[config.mk]
export PLATFORM = sky130hd
export DESIGN_NAME = crop_window_ctrl_flat
export DESIGN_NICKNAME = d
export VERILOG_FILES = /design/src/rtl/crop_window_ctrl_if.sv /design/src/rtl/crop_window_ctrl.sv /design/src/flat_wrapper.sv
export SDC_FILE = /design/constraint.sdc
export NUM_CORES = 1
export LEC_CHECK = 0
export ABC_AREA = 1
export CAP_MARGIN = 10
export CORE_MARGIN = 4
export CORE_UTILIZATION = 55
export CTS_BUF_LIST = sky130_fd_sc_hd__clkbuf_4
export CTS_CLUSTER_SIZE = 8
export DETAILED_ROUTE_END_ITERATION = 16
export PLACE_DENSITY = 0.89
export SLEW_MARGIN = 20
export SYNTH_ARGS = -nofsm -noshare
export SYNTH_HDL_FRONTEND = slang
export SYNTH_SLANG_ARGS = --single-unit
[constraint.sdc]
create_clock -name S_AXIS_ACLK -period 7.3 [get_ports S_AXIS_ACLK]
set_input_delay 1.095 -clock S_AXIS_ACLK [delete_from_list [all_inputs] [get_ports S_AXIS_ACLK]]
set_output_delay 1.095 -clock S_AXIS_ACLK [all_outputs]
set_load 0.01 [all_outputs]
[src/rtl/crop_window_ctrl_if.sv]
// rtl/crop_window_ctrl_if.sv - AXI-Stream video input bundle for crop_window_ctrl
interface crop_window_ctrl_if #(
  parameter int C_S_AXIS_TDATA_WIDTH = 32
) ();
  logic [C_S_AXIS_TDATA_WIDTH-1:0] S_AXIS_TDATA;
  logic                            S_AXIS_TVALID;
  logic                            S_AXIS_TREADY;
  logic                            S_AXIS_TLAST;
  logic                            S_AXIS_TUSER;

  modport master (
    output S_AXIS_TDATA, S_AXIS_TVALID, S_AXIS_TLAST, S_AXIS_TUSER,
    input  S_AXIS_TREADY
  );

  modport slave (
    input  S_AXIS_TDATA, S_AXIS_TVALID, S_AXIS_TLAST, S_AXIS_TUSER,
    output S_AXIS_TREADY
  );
endinterface

[src/rtl/crop_window_ctrl.sv]
// rtl/crop_window_ctrl.sv - crops a video stream into the output FIFO write port
// Tracks column/row of every accepted beat and forwards only pixels inside the window.
module crop_window_ctrl #(
  parameter int C_S_AXIS_TDATA_WIDTH = 32,
  parameter int C_DIM_WIDTH          = 12
) (
  input  logic                            S_AXIS_ACLK,
  input  logic                            S_AXIS_ARESETN,
  crop_window_ctrl_if.slave               s_axis,
  input  logic                            cfg_enable,
  input  logic [C_DIM_WIDTH-1:0]          cfg_in_width,
  input  logic [C_DIM_WIDTH-1:0]          cfg_x0,
  input  logic [C_DIM_WIDTH-1:0]          cfg_y0,
  input  logic [C_DIM_WIDTH-1:0]          cfg_width,
  input  logic [C_DIM_WIDTH-1:0]          cfg_height,
  input  logic                            fifo_full,
  output logic                            fifo_wr_en,
  output logic [C_S_AXIS_TDATA_WIDTH-1:0] fifo_data,
  output logic                            fifo_last,
  output logic                            fifo_user,
  output logic                            frame_done,
  output logic                            cfg_err,
  output logic                            line_err,
  output logic                            busy
);
  localparam int DW = C_DIM_WIDTH;
  localparam logic [DW-1:0] ONE   = 1;
  localparam logic [DW:0]   ONE_X = 1;

  typedef enum logic [1:0] {ST_IDLE, ST_ACTIVE, ST_DRAIN} state_t;

  state_t        state_q, state_d;
  logic [DW-1:0] x_q, x_d, y_q, y_d;
  logic [DW-1:0] in_w_q, in_w_d, x0_q, x0_d, y0_q, y0_d, w_q, w_d, h_q, h_d;
  logic          frame_done_q, frame_done_d, cfg_err_q, cfg_err_d, line_err_q, line_err_d;

  logic          beat, sof, cfg_ok, start_ok, framed, in_win, wr, frame_end, line_end, bad_line;
  logic [DW:0]   cfg_xend, x_end, y_end;
  logic [DW-1:0] ex, ey, e_in_w, e_x0, e_y0, e_w, e_h, last_col;

  assign s_axis.S_AXIS_TREADY = S_AXIS_ARESETN && !fifo_full;
  assign beat     = s_axis.S_AXIS_TVALID && s_axis.S_AXIS_TREADY;
  assign sof      = beat && s_axis.S_AXIS_TUSER;
  assign cfg_xend = {1'b0, cfg_x0} + {1'b0, cfg_width};
  assign cfg_ok   = (cfg_width != '0) && (cfg_height != '0) && (cfg_in_width != '0) &&
                    (cfg_xend <= {1'b0, cfg_in_width});
  assign start_ok = cfg_enable && cfg_ok;

  always_comb begin
    // An SOF beat is pixel (0,0) judged against the config arriving with it
    ex        = sof ? '0 : x_q;
    ey        = sof ? '0 : y_q;
    e_in_w    = sof ? cfg_in_width : in_w_q;
    e_x0      = sof ? cfg_x0 : x0_q;
    e_y0      = sof ? cfg_y0 : y0_q;
    e_w       = sof ? cfg_width : w_q;
    e_h       = sof ? cfg_height : h_q;
    x_end     = {1'b0, e_x0} + {1'b0, e_w};
    y_end     = {1'b0, e_y0} + {1'b0, e_h};
    last_col  = e_in_w - ONE;
    framed    = sof ? start_ok : (state_q != ST_IDLE);
    in_win    = (ex >= e_x0) && ({1'b0, ex} < x_end) && (ey >= e_y0) && ({1'b0, ey} < y_end);
    wr        = beat && in_win && (sof ? start_ok : (state_q == ST_ACTIVE));
    frame_end = wr && ({1'b0, ex} == x_end - ONE_X) && ({1'b0, ey} == y_end - ONE_X);
    line_end  = s_axis.S_AXIS_TLAST || (ex == last_col);
    bad_line  = (s_axis.S_AXIS_TLAST && (ex < last_col)) ||
                (!s_axis.S_AXIS_TLAST && (ex == last_col));
  end

  always_comb begin
    state_d      = state_q;
    x_d          = x_q;
    y_d          = y_q;
    in_w_d       = in_w_q;
    x0_d         = x0_q;
    y0_d         = y0_q;
    w_d          = w_q;
    h_d          = h_q;
    frame_done_d = frame_end;
    cfg_err_d    = 1'b0;
    line_err_d   = 1'b0;
    if (beat) begin
      if (line_end) begin
        x_d = '0;
        y_d = (ey == '1) ? ey : ey + ONE;
      end else begin
        x_d = ex + ONE;
        y_d = ey;
      end
      line_err_d = framed && bad_line;
    end
    if (sof) begin
      in_w_d    = cfg_in_width;
      x0_d      = cfg_x0;
      y0_d      = cfg_y0;
      w_d       = cfg_width;
      h_d       = cfg_height;
      cfg_err_d = cfg_enable && !cfg_ok;
      if ((state_q == ST_ACTIVE) && ((x_q != '0) || (y_q != '0))) begin
        line_err_d = 1'b1;
      end
      if (!start_ok) begin
        state_d = ST_IDLE;
      end else if (frame_end) begin
        state_d = ST_DRAIN;
      end else begin
        state_d = ST_ACTIVE;
      end
    end else if ((state_q == ST_ACTIVE) && frame_end) begin
      state_d = ST_DRAIN;
    end
  end

  always_ff @(posedge S_AXIS_ACLK or negedge S_AXIS_ARESETN) begin
    if (!S_AXIS_ARESETN) begin
      state_q      <= ST_IDLE;
      x_q          <= '0;
      y_q          <= '0;
      in_w_q       <= '0;
      x0_q         <= '0;
      y0_q         <= '0;
      w_q          <= '0;
      h_q          <= '0;
      frame_done_q <= 1'b0;
      cfg_err_q    <= 1'b0;
      line_err_q   <= 1'b0;
    end else begin
      state_q      <= state_d;
      x_q          <= x_d;
      y_q          <= y_d;
      in_w_q       <= in_w_d;
      x0_q         <= x0_d;
      y0_q         <= y0_d;
      w_q          <= w_d;
      h_q          <= h_d;
      frame_done_q <= frame_done_d;
      cfg_err_q    <= cfg_err_d;
      line_err_q   <= line_err_d;
    end
  end

  assign fifo_wr_en = wr;
  assign fifo_data  = s_axis.S_AXIS_TDATA;
  assign fifo_user  = wr && (ex == e_x0) && (ey == e_y0);
  assign fifo_last  = wr && ({1'b0, ex} == x_end - ONE_X);
  assign frame_done = frame_done_q;
  assign cfg_err    = cfg_err_q;
  assign line_err   = line_err_q;
  assign busy       = (state_q != ST_IDLE);
endmodule

[src/flat_wrapper.sv]
// flat-port wrapper written by rule: the top's interface ports become plain ports
module crop_window_ctrl_flat 
#(
  parameter int C_S_AXIS_TDATA_WIDTH = 32,
  parameter int C_DIM_WIDTH          = 12
)
  (S_AXIS_ACLK, S_AXIS_ARESETN, cfg_enable, cfg_in_width, cfg_x0, cfg_y0, cfg_width, cfg_height, fifo_full, fifo_wr_en, fifo_data, fifo_last, fifo_user, frame_done, cfg_err, line_err, busy, s_axis_S_AXIS_TDATA, s_axis_S_AXIS_TVALID, s_axis_S_AXIS_TLAST, s_axis_S_AXIS_TUSER, s_axis_S_AXIS_TREADY);
  crop_window_ctrl_if #(.C_S_AXIS_TDATA_WIDTH(C_S_AXIS_TDATA_WIDTH)) s_axis_i ();
  input  logic S_AXIS_ACLK;
  input  logic S_AXIS_ARESETN;
  input  logic cfg_enable;
  input  logic [C_DIM_WIDTH-1:0] cfg_in_width;
  input  logic [C_DIM_WIDTH-1:0] cfg_x0;
  input  logic [C_DIM_WIDTH-1:0] cfg_y0;
  input  logic [C_DIM_WIDTH-1:0] cfg_width;
  input  logic [C_DIM_WIDTH-1:0] cfg_height;
  input  logic fifo_full;
  output logic fifo_wr_en;
  output logic [C_S_AXIS_TDATA_WIDTH-1:0] fifo_data;
  output logic fifo_last;
  output logic fifo_user;
  output logic frame_done;
  output logic cfg_err;
  output logic line_err;
  output logic busy;
  input wire logic [$bits(s_axis_i.S_AXIS_TDATA)-1:0] s_axis_S_AXIS_TDATA;
  input wire logic [$bits(s_axis_i.S_AXIS_TVALID)-1:0] s_axis_S_AXIS_TVALID;
  input wire logic [$bits(s_axis_i.S_AXIS_TLAST)-1:0] s_axis_S_AXIS_TLAST;
  input wire logic [$bits(s_axis_i.S_AXIS_TUSER)-1:0] s_axis_S_AXIS_TUSER;
  output wire logic [$bits(s_axis_i.S_AXIS_TREADY)-1:0] s_axis_S_AXIS_TREADY;
  assign s_axis_i.S_AXIS_TDATA = s_axis_S_AXIS_TDATA;
  assign s_axis_i.S_AXIS_TVALID = s_axis_S_AXIS_TVALID;
  assign s_axis_i.S_AXIS_TLAST = s_axis_S_AXIS_TLAST;
  assign s_axis_i.S_AXIS_TUSER = s_axis_S_AXIS_TUSER;
  assign s_axis_S_AXIS_TREADY = s_axis_i.S_AXIS_TREADY;
  crop_window_ctrl #(.C_S_AXIS_TDATA_WIDTH(C_S_AXIS_TDATA_WIDTH), .C_DIM_WIDTH(C_DIM_WIDTH)) u_core (.S_AXIS_ACLK(S_AXIS_ACLK), .S_AXIS_ARESETN(S_AXIS_ARESETN), .s_axis(s_axis_i), .cfg_enable(cfg_enable), .cfg_in_width(cfg_in_width), .cfg_x0(cfg_x0), .cfg_y0(cfg_y0), .cfg_width(cfg_width), .cfg_height(cfg_height), .fifo_full(fifo_full), .fifo_wr_en(fifo_wr_en), .fifo_data(fifo_data), .fifo_last(fifo_last), .fifo_user(fifo_user), .frame_done(frame_done), .cfg_err(cfg_err), .line_err(line_err), .busy(busy));
endmodule
==> results of run 1 <==
[critical path, delay by kind of cell]
kind            cells  cell delay [ns]
buf+inv             6             1.88
compound gates      7             0.99
simple gates       10             0.95
fa+ha+maj           2             0.65
xor+xnor            1             0.27
[layer usage]
metal,up-vias,share of wire,GRT usage
li1,4206,-,-
met1,3901,0.41,0.318
met2,305,0.49,0.459
met3,52,0.072,0.0409
met4,0,0.030,0.0901
met5,-,0,0
[cell families (layout without fill, tap and decap cells)]
kind of cell             after synthesis  after routing  synth area share
flip-flops                            89             89             0.250
buffers and inverters                252            304             0.123
AO/OA/AOI/OAI                        166            166             0.108
adder cells (fa/ha/maj)              114            114             0.162
AND/OR/NAND/NOR                      592            592             0.299
XOR/XNOR                              55             55            0.0588
[registers in the layout (all words and copies together), names as in the netlist, 2 cells and up]
register,count
u_core.y_q,12
u_core.w_q,12
u_core.x_q,12
u_core.y0_q,12
u_core.x0_q,12
u_core.h_q,12
u_core.state_q,2
u_core.in_w_q,12
[power groups by stage]
stage	clock network [W]	logic (W)	registers (W)
3_3_place_gp	0	0.00128	0.000610
6_report	0.000261	0.00136	0.000603
4_1_cts	0.000269	0.00134	0.000603
2_1_floorplan	0	0.00102	0.000606
3_5_place_dp	0	0.00133	0.000613
5_1_grt	0.000284	0.00153	0.000611
[stage by stage]
| step | std cells | setup TNS [ns] | worst slack [ns] |
|---|---|---|---|
| floorplan | 1268 | 0 | 1.07 |
| global placement | 1520 | 0 | 0.415 |
| detailed placement | 1520 | 0 | 0.283 |
| CTS | 1536 | 0 | 0.270 |
| global route | 1536 | -0.0691 | -0.0691 |
| finish | 1536 | 0 | 0.328 |
[cells in the final DEF (no fill, tap or decap), types with 12 or more instances in the layout]
cell             instances
nor3_1                  17
nor4_1                  12
dfrtp_1                 89
xor2_1                  41
clkdlybuf4s50_1         73
nand2_2                 22
ha_1                   111
a21oi_1                 61
nand4_1                 27
nand3_1                 79
inv_1                  195
buf_4                   12
nor2_1                  71
nand2_1                330
o21ai_0                 52
[layout make-up]
type	count	area (µm²)
Clock inverter	7	53.8
Multi-Input combinational cell	927	5610
Sequential cell	89	2230
Tap cell	216	270
Inverter	201	754
Timing Repair Buffer	87	861
Fill cell	1398	6040
Clock buffer	9	67.6
[repair_timing]
action / in CTS / in global routing
endpoints found under the setup margin: 0 / 2
resized for setup: 0 / 2
setup buffers: 0 / 0
hold buffers: 0 / 0
endpoints found under the hold margin: 0 / 0
[final timing paths]
check | start | to | slack [ns] | cells past startpoint
worst max-delay path | s_axis_S_AXIS_TVALID | fifo_user | 0.33 | 26
worst min-delay path | u_core.h_q[10] | u_core.h_q[10] | 0.51 | 2
worst max register to register | u_core.in_w_q[1] | u_core.y_q[5] | 3.46 | 21
worst min register to register | u_core.h_q[10] | u_core.h_q[10] | 0.51 | 2
max in group asynchronous | S_AXIS_ARESETN | u_core.h_q[4] | 5.52 | 3
min in group asynchronous | S_AXIS_ARESETN | u_core.frame_done | 0.59 | 2
==> impl_metrics.toml, run 1 <==
[status]
status = "completed"

[finish]
syn_to_final_growth_pct = 10.3
layout-drive-gt1-share = 0.0742
design_area_mm2 = 0.00984
diodes = 0
fin_nets = 1528
utilization = 0.619

[synthesis]
yosysSeqAreaShare = 0.250
yosysWarningCount = 0
synth_async_sr_flop_share = 1.00
synthDistinctLibCells = 47
yosys-top-cells-area = "dfrtp_1, ha_1, nand2_1"
synth_edf_count = 0
synth_seq_cells = 89
synth_common_cells = "nand2_1, inv_1, ha_1"
post_synth.cell_area_avg_um2 = 7.04
ys.flop_type = "dfrtp_1"
synth_most_common_cell = "nand2_1"
yosysTopAreaCell = "dfrtp_1"
syn_inst = 1268
synth_fp_nets = 1481
synth_area_mm2 = 0.00892
synth_top_area_frac = 0.250

[worst_setup_path]
worst_path_max_delay_cell = "clkdlybuf4s50_1"
end_kind = "output pin"
critPathLaunchType = "input port"
critical_path_arrival_ns = 5.88
required_ns = 6.20
max_stage_delay_ns = 0.63
cpMostUsedCell = "nand2_1"
critPathKind = "input port to output pin"
crit_fanout = 31

[grt]
overflow = 0
grt_pass1_vias = 8294
grt_use_total = 0.258
grt_max_degree = 73
antenna_found_initial = 0
grt_pass1_wl_mm = 38.5

[clocking]
clockBufferDepth = 2
cts_max_level = 3
worstSkewPairLatency_ns = 0.49
clk_pin_slew_ns = 0.14
clockRootBuffer = "clkbuf_4"
numCtsBuffers = 9
clock_sinks = 89
cts_tree = "built"

[drt]
drc = 0
via_count = 8464
drt_first_pass_iters = 6
viasPerCell = 5.51
avgRoutedWirePerCell_um = 15.2
drt_wl_total_mm = 23.4
drtIter0Drc = 737
ant_nets = 0

[die]
core_mm2 = 0.0159
fp.dieW_um = 135
die_h_um = 135
dieArea_mm2 = 0.0183
initial_core_util = 0.562
ios = 139
rows = 46

[hold_path]
hold_class = "register to register"

[power]
vdd_drop_max_mv = 0.174
pwr-share-comb = 0.611
switching_share = 0.482
switchingPower_w = 0.00107
p_int_w = 0.00115
power_frac_seq = 0.272
p_clk_frac = 0.117
p_per_area_mw_per_mm2 = 226
p_leak_nw = 5.23
p_total_w = 0.00222

[placed_design]
port_buffers = 74
finalWeightedCongestion = 0.974
dp_hpwl_mm = 19.1
placed_area_mm2 = 0.00971

[sta]
final.period_utilization = 0.955
slew_violations = 0
fmax_ghz = 0.143
hold_viol_final = 0
slew_headroom = 0.383
fin_skew_ns = 0.0224
period_minus_slack_ns = 6.97
setup_viol = 0
rsz0062_at_grt = "true"
worst_slew_pin_slew_ns = 0.926
whs_ns = 0.509

[job]
maxCapViolCount = 0
(Power assumes the default switching activity.)
==> run 2: changes to the inputs <==
--- a/config.mk
+++ b/config.mk
@@ -6,6 +6,7 @@
 export NUM_CORES = 1
 export LEC_CHECK = 0
 export ABC_AREA = 1
+export ABC_CLOCK_PERIOD_IN_PS = 7300
 export CAP_MARGIN = 10
 export CORE_MARGIN = 4
 export CORE_UTILIZATION = 55
==> results of run 2 <==
No change in the layout: final DEF, timing and power equal those of run 1.
